`src/rtl/rv32i_defs.sv`:
```
// RV32I shared definitions: widths, ALU/operand/writeback codes,
// branch conditions and the ID/EX, EX/MEM pipeline bundles.
package rv32i_defs;

  localparam int XLEN     = 32;
  localparam int ALU_OP_W = 4;

  localparam logic [ALU_OP_W-1:0] ALU_ADD    = 4'd0;
  localparam logic [ALU_OP_W-1:0] ALU_SUB    = 4'd1;
  localparam logic [ALU_OP_W-1:0] ALU_SLL    = 4'd2;
  localparam logic [ALU_OP_W-1:0] ALU_SLT    = 4'd3;
  localparam logic [ALU_OP_W-1:0] ALU_SLTU   = 4'd4;
  localparam logic [ALU_OP_W-1:0] ALU_XOR    = 4'd5;
  localparam logic [ALU_OP_W-1:0] ALU_SRL    = 4'd6;
  localparam logic [ALU_OP_W-1:0] ALU_SRA    = 4'd7;
  localparam logic [ALU_OP_W-1:0] ALU_OR     = 4'd8;
  localparam logic [ALU_OP_W-1:0] ALU_AND    = 4'd9;
  localparam logic [ALU_OP_W-1:0] ALU_PASS_B = 4'd10;

  localparam logic [1:0] SRC_A_RS1  = 2'b00;
  localparam logic [1:0] SRC_A_PC   = 2'b01;
  localparam logic [1:0] SRC_A_ZERO = 2'b10;

  localparam logic [1:0] WB_ALU = 2'b00;
  localparam logic [1:0] WB_MEM = 2'b01;
  localparam logic [1:0] WB_PC4 = 2'b10;

  localparam logic [1:0] FWD_RF  = 2'b00;
  localparam logic [1:0] FWD_MEM = 2'b01;
  localparam logic [1:0] FWD_WB  = 2'b10;

  localparam logic [2:0] F3_BEQ  = 3'b000;
  localparam logic [2:0] F3_BNE  = 3'b001;
  localparam logic [2:0] F3_BLT  = 3'b100;
  localparam logic [2:0] F3_BGE  = 3'b101;
  localparam logic [2:0] F3_BLTU = 3'b110;
  localparam logic [2:0] F3_BGEU = 3'b111;

  typedef struct packed {
    logic                valid;
    logic [XLEN-1:0]     pc;
    logic [XLEN-1:0]     rs1_data;
    logic [XLEN-1:0]     rs2_data;
    logic [XLEN-1:0]     imm;
    logic [4:0]          rs1;
    logic [4:0]          rs2;
    logic [4:0]          rd;
    logic [ALU_OP_W-1:0] alu_op;
    logic [1:0]          src_a;
    logic                src_b_imm;
    logic                branch;
    logic                jal;
    logic                jalr;
    logic [2:0]          funct3;
    logic                reg_write;
    logic                mem_read;
    logic                mem_write;
    logic [1:0]          wb_sel;
  } id_ex_t;

  typedef struct packed {
    logic            valid;
    logic [XLEN-1:0] alu_result;
    logic [XLEN-1:0] store_data;
    logic [XLEN-1:0] pc_plus4;
    logic [4:0]      rd;
    logic            reg_write;
    logic            mem_read;
    logic            mem_write;
    logic [2:0]      funct3;
    logic [1:0]      wb_sel;
  } ex_mem_t;

  function automatic logic br_cond(
    input logic [2:0]      f3,
    input logic [XLEN-1:0] a,
    input logic [XLEN-1:0] b
  );
    logic r;
    r = 1'b0;
    case (f3)
      F3_BEQ:  r = (a == b);
      F3_BNE:  r = (a != b);
      F3_BLT:  r = ($signed(a) < $signed(b));
      F3_BGE:  r = ($signed(a) >= $signed(b));
      F3_BLTU: r = (a < b);
      F3_BGEU: r = (a >= b);
      default: r = 1'b0;
    endcase
    return r;
  endfunction

endpackage

```
`src/rtl/ex_alu.sv`:
```
// Combinational RV32I ALU; shifts use B[4:0], unknown ops give zero.
module ex_alu
  import rv32i_defs::*;
(
  input  logic [ALU_OP_W-1:0] op_i,
  input  logic [XLEN-1:0]     a_i,
  input  logic [XLEN-1:0]     b_i,
  output logic [XLEN-1:0]     res_o
);

  logic [4:0] shamt;

  assign shamt = b_i[4:0];

  // Operation select
  always_comb begin
    res_o = '0;
    case (op_i)
      ALU_ADD:    res_o = a_i + b_i;
      ALU_SUB:    res_o = a_i - b_i;
      ALU_SLL:    res_o = a_i << shamt;
      ALU_SLT:    res_o = {{(XLEN-1){1'b0}},
                           $signed(a_i) < $signed(b_i)};
      ALU_SLTU:   res_o = {{(XLEN-1){1'b0}}, a_i < b_i};
      ALU_XOR:    res_o = a_i ^ b_i;
      ALU_SRL:    res_o = a_i >> shamt;
      ALU_SRA:    res_o = $signed(a_i) >>> shamt;
      ALU_OR:     res_o = a_i | b_i;
      ALU_AND:    res_o = a_i & b_i;
      ALU_PASS_B: res_o = b_i;
      default:    res_o = '0;
    endcase
  end

endmodule

```
`src/rtl/execute_stage.sv`:
```
// RV32I EX stage: ID/EX register, forwarding, ALU, branch/jump
// resolution and EX/MEM register.
module execute_stage
  import rv32i_defs::*;
(
  input  logic                clk,
  input  logic                rst,
  input  logic                id_valid,
  input  logic [XLEN-1:0]     id_pc,
  input  logic [XLEN-1:0]     id_rs1_data,
  input  logic [XLEN-1:0]     id_rs2_data,
  input  logic [XLEN-1:0]     id_imm,
  input  logic [4:0]          id_rs1,
  input  logic [4:0]          id_rs2,
  input  logic [4:0]          id_rd,
  input  logic [ALU_OP_W-1:0] id_alu_op,
  input  logic [1:0]          id_src_a,
  input  logic                id_src_b_imm,
  input  logic                id_branch,
  input  logic                id_jal,
  input  logic                id_jalr,
  input  logic [2:0]          id_funct3,
  input  logic                id_reg_write,
  input  logic                id_mem_read,
  input  logic                id_mem_write,
  input  logic [1:0]          id_wb_sel,
  input  logic                stall,
  input  logic                flush,
  input  logic [1:0]          fwda_select,
  input  logic [1:0]          fwdb_select,
  input  logic [XLEN-1:0]     mem_fwd_data,
  input  logic [XLEN-1:0]     wb_fwd_data,
  output logic [4:0]          ex_rs1,
  output logic [4:0]          ex_rs2,
  output logic                is_branch,
  output logic                jum,
  output logic [XLEN-1:0]     target_pc,
  output logic                mem_valid,
  output logic [XLEN-1:0]     mem_alu_result,
  output logic [XLEN-1:0]     mem_store_data,
  output logic [XLEN-1:0]     mem_pc_plus4,
  output logic [4:0]          mem_rd,
  output logic                mem_reg_write,
  output logic                mem_mem_read,
  output logic                mem_mem_write,
  output logic [2:0]          mem_funct3,
  output logic [1:0]          mem_wb_sel
);

  id_ex_t          ex_q, ex_d;
  ex_mem_t         mem_q, mem_d;
  logic [XLEN-1:0] fwd_a, fwd_b;
  logic [XLEN-1:0] op_a, op_b;
  logic [XLEN-1:0] alu_res;
  logic            cond;

  // ID/EX next state: a flush or stall (or both) inserts one bubble
  always_comb begin
    ex_d = '0;
    if (!(flush || stall)) begin
      ex_d.valid     = id_valid;
      ex_d.pc        = id_pc;
      ex_d.rs1_data  = id_rs1_data;
      ex_d.rs2_data  = id_rs2_data;
      ex_d.imm       = id_imm;
      ex_d.rs1       = id_rs1;
      ex_d.rs2       = id_rs2;
      ex_d.rd        = id_rd;
      ex_d.alu_op    = id_alu_op;
      ex_d.src_a     = id_src_a;
      ex_d.src_b_imm = id_src_b_imm;
      ex_d.branch    = id_branch;
      ex_d.jal       = id_jal;
      ex_d.jalr      = id_jalr;
      ex_d.funct3    = id_funct3;
      ex_d.reg_write = id_reg_write;
      ex_d.mem_read  = id_mem_read;
      ex_d.mem_write = id_mem_write;
      ex_d.wb_sel    = id_wb_sel;
    end
  end

  // ID/EX register
  always_ff @(posedge clk) begin
    if (rst) ex_q <= '0;
    else     ex_q <= ex_d;
  end

  // Forwarding muxes; select 11 falls back to the regfile value
  always_comb begin
    fwd_a = ex_q.rs1_data;
    fwd_b = ex_q.rs2_data;
    case (fwda_select)
      FWD_MEM: fwd_a = mem_fwd_data;
      FWD_WB:  fwd_a = wb_fwd_data;
      default: fwd_a = ex_q.rs1_data;
    endcase
    case (fwdb_select)
      FWD_MEM: fwd_b = mem_fwd_data;
      FWD_WB:  fwd_b = wb_fwd_data;
      default: fwd_b = ex_q.rs2_data;
    endcase
  end

  // ALU operand selection
  always_comb begin
    op_a = '0;
    case (ex_q.src_a)
      SRC_A_RS1: op_a = fwd_a;
      SRC_A_PC:  op_a = ex_q.pc;
      default:   op_a = '0;
    endcase
    op_b = ex_q.src_b_imm ? ex_q.imm : fwd_b;
  end

  ex_alu u_alu (
    .op_i  (ex_q.alu_op),
    .a_i   (op_a),
    .b_i   (op_b),
    .res_o (alu_res)
  );

  assign cond      = br_cond(ex_q.funct3, fwd_a, fwd_b);
  assign is_branch = ex_q.valid & ex_q.branch & cond;
  assign jum       = ex_q.valid & (ex_q.jal | ex_q.jalr);
  assign ex_rs1    = ex_q.rs1;
  assign ex_rs2    = ex_q.rs2;

  // Redirect target; JALR clears bit 0
  always_comb begin
    if (ex_q.jalr) target_pc = (fwd_a + ex_q.imm) & ~XLEN'(1);
    else           target_pc = ex_q.pc + ex_q.imm;
  end

  // EX/MEM next state; side effects only for valid instructions
  always_comb begin
    mem_d            = '0;
    mem_d.valid      = ex_q.valid;
    mem_d.alu_result = alu_res;
    mem_d.store_data = fwd_b;
    mem_d.pc_plus4   = ex_q.pc + XLEN'(4);
    mem_d.rd         = ex_q.rd;
    mem_d.reg_write  = ex_q.valid & ex_q.reg_write;
    mem_d.mem_read   = ex_q.valid & ex_q.mem_read;
    mem_d.mem_write  = ex_q.valid & ex_q.mem_write;
    mem_d.funct3     = ex_q.funct3;
    mem_d.wb_sel     = ex_q.wb_sel;
  end

  // EX/MEM register
  always_ff @(posedge clk) begin
    if (rst) mem_q <= '0;
    else     mem_q <= mem_d;
  end

  assign mem_valid      = mem_q.valid;
  assign mem_alu_result = mem_q.alu_result;
  assign mem_store_data = mem_q.store_data;
  assign mem_pc_plus4   = mem_q.pc_plus4;
  assign mem_rd         = mem_q.rd;
  assign mem_reg_write  = mem_q.reg_write;
  assign mem_mem_read   = mem_q.mem_read;
  assign mem_mem_write  = mem_q.mem_write;
  assign mem_funct3     = mem_q.funct3;
  assign mem_wb_sel     = mem_q.wb_sel;

endmodule

```
`config.mk`:
```
export PLATFORM = sky130hd
export DESIGN_NAME = execute_stage
export DESIGN_NICKNAME = d
export VERILOG_FILES = /design/src/rtl/rv32i_defs.sv /design/src/rtl/ex_alu.sv /design/src/rtl/execute_stage.sv
export SDC_FILE = /design/constraint.sdc
export NUM_CORES = 1
export LEC_CHECK = 0
export BUFFER_PORTS_ARGS = -buffer_cell sky130_fd_sc_hd__buf_4
export CORE_MARGIN = 3
export CORE_UTILIZATION = 28
export DETAILED_ROUTE_END_ITERATION = 6
export GPL_TIMING_DRIVEN = 0
export SYNTH_ARGS = -nofsm -noshare
export SYNTH_HDL_FRONTEND = slang
export SYNTH_HIERARCHICAL = 1
export SYNTH_SLANG_ARGS = --single-unit
```
`constraint.sdc`:
```
create_clock -name clk -period 12.2 [get_ports clk]
set_input_delay 0 -clock clk [delete_from_list [all_inputs] [get_ports clk]]
set_output_delay 0 -clock clk [all_outputs]
set_load 0.01 [all_outputs]
```
==> impl_metrics.yaml <==
global_route:
  grtUsageTotal_pct: 28.1
  global_route.usage.met2_pct: 44.8
  grt_start_max_net_pins: 14
  gr-total-overflow: 0
  antenna_found_initial: 6
  global_route.usage.met1_pct: 34.9
  grt_first_pass_wirelength_um: 177000
  grt.busiest_layer: "met2"
  global_route_met3_usage_pct: 7.60
  first_global_vias: 25600
final_layout:
  layout-area-overhead-vs-synth_pct: 32.7
  final_net_count: 4014
  finalInstanceArea_mm2: 0.0302
  share_of_layout_cells_above_drive_strength_1_pct: 15.6
setup_path:
  crit_fanout: 11
  cp_data_arrival_time_ps: 8810
  crit-reg2reg-launch: "ex_q[11]$_SDFF_PP0_"
  cells_along_the_critical_path: "buf_4, inv_1, ha_1, clkbuf_1, a22oi_1, dlygate4sd3_1, nor2_1, a21oi_1, o21ai_0, inv_1, clkbuf_1, buf_1, ha_1, buf_2, inv_1, a21oi_1, o31ai_1, o31ai_2, nand3_1, a21oi_1, o221ai_1, nor3b_1, o41ai_1, nor2b_1"
  timing_worst_setup_path_type: "input port to register"
  setup_slack_on_the_worst_flop_to_flop_path_ps: 4600
  rr_endpoint: "mem_alu_result[0]$_SDFF_PP0_"
  critical_path.max_stage_delay_ps: 1100
  r2r_cells: 19
  endpoint_kind: "register"
  worstPathRequired_ps: 12690
  crit_path_start_kind: "input port"
  critical_path.top_delay_family: "compound AO/OA/AOI/OAI gates"
  path_buf_inv: 9
  critical_path.slowest_cell: "sky130_fd_sc_hd__o21ai_0"
detailed_routing:
  routed_wl_per_cell_um: 26.9
  postRouteWirelength_um: 125000
  drt-pass1-iter-count: 7
  detail_route.vias_per_cell: 5.63
  dr.first_iter.drc_count: 2733
  route.antenna.remaining_nets: 0
  post-route-drc-count: 14
  dr_total_vias: 26200
die:
  chipWidth_um: 291
  chipHeight_um: 291
  core_area_mm2: 0.0798
  num_io_pins: 388
  std_cell_rows: 103
  dieArea_mm2: 0.0847
  effective_utilization_at_floorplan_pct: 28.5
sta:
  drv_slew: 0
  timing.final.crit_share_pct: 68.2
  timing.clock.skew_ps: 48.1
  fin_worst_hold_slack_ps: 53.9
  timing_worst_slew_pin_value_ps: 1440
  report.final.hold_viol_count: 0
  finalSetupViolations: 0
  layout_min_cycle_time_ps: 8330
  grt_setup_unrepaired: "false"
  finalSetupTns_ps: 0
  maxSlewHeadroom_pct: 3.60
  max_freq_mhz: 120
yosys:
  yosys.cell_count.top_type: "sky130_fd_sc_hd__nor2_1"
  synth_enable_flop_cells: 0
  proportion_of_synthesized_flip_flops_having_asynchronous_set_or_reset_pct: 0
  synth.yosys.seq_area_share_pct: 23.9
  dominantRegCellSynth: "sky130_fd_sc_hd__dfxtp_1"
  synth.top_cell.area_share_pct: 23.9
  post_synth_num_cell_types: 87
  per_instance_average_area_after_synthesis_um2: 7.70
  syn-instance-count: 2953
  total_nets_after_synthesis: 3389
  yosys_register_bits: 272
  synthTopCellsByArea: "sky130_fd_sc_hd__dfxtp_1 (24%), sky130_fd_sc_hd__ha_1 (11%), sky130_fd_sc_hd__a21oi_1 (5.3%)"
  synth_top_area_cell: "sky130_fd_sc_hd__dfxtp_1"
  synthTopCellsByCount: "sky130_fd_sc_hd__nor2_1 (317), sky130_fd_sc_hd__dfxtp_1 (272), sky130_fd_sc_hd__a21oi_1 (241)"
  synth_area_mm2: 0.0227
  yosys_warnings: 6
cts:
  cts.reportedPaths.clkPinSlew_ps: 60
  cts-buffers-inserted: 34
  clock_insertion_delay_worst_skew_ps: 600
  ctsResizeCount: 0
  cts_post_setup_buffers_inserted: 0
  cts-root-buf: "sky130_fd_sc_hd__clkbuf_16"
  htree_num_levels: 2
  cts_tree: "yes"
  cts.sinks: 272
  ctsLongestPathBuffers: 3
place:
  placed_cell_area_mm2: 0.0270
  place_congestion: 1.06
  buffer_ports.inserted: 386
  dp_hpwl_um: 102000
power_and_ir_drop:
  irDropWorstVdd_v: 0.0000886
  totalPowerFinal_w: 0.00311
  power_density_mw_per_mm2: 103
  total_leakage_power_nw: 12.9
flow_run:
  timing.max_cap.violations: 0
outcome:
  violations: "design-rule violations"
  status: "complete, but fails checks"
min_path:
  min_from: "mem_fwd_data[24]"
  worstHoldPathCells: 5
  hp-class: "input port to register"
  hold_path_end: "mem_store_data[24]$_SDFF_PP0_"
## state kept, by name (all words and copies together), names as in the netlist
| register | flops |
|---|---|
| mem_wb_sel | 2 |
| mem_alu_result | 32 |
| ex_rs1 | 5 |
| mem_funct3 | 3 |
| ex_rs2 | 5 |
| mem_reg_write | 1 |
| mem_store_data | 32 |
| mem_pc_plus4 | 32 |
| mem_mem_write | 1 |
| mem_valid | 1 |
| ex_q | 152 |
| mem_rd | 5 |
| mem_mem_read | 1 |
## cell usage in the layout, fill, tap and decap left out, types with 13 or more instances in the layout
master                            n
sky130_fd_sc_hd__clkbuf_16       34
sky130_fd_sc_hd__buf_4          402
sky130_fd_sc_hd__a21oi_1        241
sky130_fd_sc_hd__nand2_1        236
sky130_fd_sc_hd__o22ai_1         14
sky130_fd_sc_hd__buf_1           20
sky130_fd_sc_hd__buf_2           33
sky130_fd_sc_hd__mux2_2          16
sky130_fd_sc_hd__a21o_1          57
sky130_fd_sc_hd__or3_1           17
sky130_fd_sc_hd__mux4_2          29
sky130_fd_sc_hd__a22oi_1         82
sky130_fd_sc_hd__mux2i_1         92
sky130_fd_sc_hd__o211ai_1        27
sky130_fd_sc_hd__dfxtp_1        272
sky130_fd_sc_hd__nor2_1         317
sky130_fd_sc_hd__xor2_1          42
sky130_fd_sc_hd__a211o_1         13
sky130_fd_sc_hd__a221oi_1        19
sky130_fd_sc_hd__nand4_1         27
sky130_fd_sc_hd__and2_1         177
sky130_fd_sc_hd__dlygate4sd3_1  202
sky130_fd_sc_hd__nand2b_1        22
sky130_fd_sc_hd__a211oi_1        39
sky130_fd_sc_hd__xnor2_1         49
sky130_fd_sc_hd__ha_1           198
sky130_fd_sc_hd__inv_1          134
sky130_fd_sc_hd__clkbuf_1       132
sky130_fd_sc_hd__nor3_1          50
sky130_fd_sc_hd__nor4_1          13
sky130_fd_sc_hd__o221ai_1        23
sky130_fd_sc_hd__o21ai_0        192
sky130_fd_sc_hd__nand3_1         50
sky130_fd_sc_hd__a31oi_1         20
sky130_fd_sc_hd__nor2b_1         64
sky130_fd_sc_hd__and3_1          19
sky130_fd_sc_hd__o31ai_1         20
sky130_fd_sc_hd__o21a_1          19
sky130_fd_sc_hd__o21bai_1        20
## final cells by class
| cell class | count | area (um2) |
|---|---|---|
| Buffer | 193 | 833 |
| Sequential cell | 272 | 5450 |
| Clock buffer | 46 | 926 |
| Antenna cell | 6 | 15.0 |
| Fill cell | 8303 | 49600 |
| Multi-Input combinational cell | 2352 | 16000 |
| Tap cell | 1050 | 1310 |
| Clock inverter | 14 | 249 |
| Inverter | 136 | 510 |
| Timing Repair Buffer | 589 | 4930 |
## worst reg2reg max path: stages, from the launching register on
cell and delay (ps):
sky130_fd_sc_hd__dfxtp_1 310, sky130_fd_sc_hd__clkbuf_1 500, sky130_fd_sc_hd__clkbuf_1 580, sky130_fd_sc_hd__nand2_1 130, sky130_fd_sc_hd__o21ai_0 530, sky130_fd_sc_hd__inv_1 490, sky130_fd_sc_hd__clkbuf_1 450, sky130_fd_sc_hd__buf_1 560
sky130_fd_sc_hd__ha_1 480, sky130_fd_sc_hd__buf_2 210, sky130_fd_sc_hd__inv_1 80, sky130_fd_sc_hd__a21oi_1 350, sky130_fd_sc_hd__o31ai_1 220, sky130_fd_sc_hd__o31ai_2 470, sky130_fd_sc_hd__nand3_1 210, sky130_fd_sc_hd__a21oi_1 540
sky130_fd_sc_hd__o221ai_1 320, sky130_fd_sc_hd__nor3b_1 220, sky130_fd_sc_hd__o41ai_1 640, sky130_fd_sc_hd__nor2b_1 220
## layer usage
| metal | part of all wire (%) | wire, um | vias up |
|---|---|---|---|
| met5 | 0.036 | 45 | - |
| met3 | 11 | 13200 | 337 |
| li1 | - | - | 11900 |
| met2 | 44 | 54800 | 1655 |
| met4 | 6.1 | 7580 | 6 |
| met1 | 40 | 49400 | 12400 |
## how the worst max path moves through the flow
stage | start | end | depth (start not counted)
floorplan | fwdb_select[0] | mem_alu_result[20]$_SDFF_PP0_ | 22
global placement | fwdb_select[0] | mem_alu_result[0]$_SDFF_PP0_ | 22
detailed placement | fwdb_select[0] | mem_alu_result[0]$_SDFF_PP0_ | 22
CTS | fwdb_select[0] | mem_alu_result[0]$_SDFF_PP0_ | 24
global route | fwdb_select[0] | mem_alu_result[0]$_SDFF_PP0_ | 24
finish | fwdb_select[0] | mem_alu_result[0]$_SDFF_PP0_ | 24
## cell families after synthesis
logic type	after synthesis	share of synthesized area, %
simple gates	1029	22.0
compound gates	893	25.7
buf+inv	329	5.91
flops	272	23.9
fa+ha+maj	202	11.2
mux	137	7.71
xor+xnor	91	3.51
## metrics by stage
| stage | setup WS, ps | instances | utilization (%) |
|---|---|---|---|
| 2_1_floorplan | 7500 | 2953 | - |
| 3_3_place_gp | 3810 | 4389 | 33.8 |
| 3_5_place_dp | 3950 | 4390 | 33.8 |
| 4_1_cts | 4290 | 4652 | 37.8 |
| 5_1_grt | 3820 | 4652 | 37.8 |
| 6_report | 3870 | 4658 | 37.8 |
## repair_timing
item | in CTS | in global routing
hold endpoints to repair | 182 | 0
setup endpoints to repair | 0 | 0
hold buffers | 202 | 0
## where the power goes
group | internal (W) | switching [W] | total, W
registers | 0.000923 | 0.0000209 | 0.000944
clock network | 0.000630 | 0.000449 | 0.00108
logic | 0.000401 | 0.000691 | 0.00109
No activity file was read; power rests on OpenSTA's default activity.
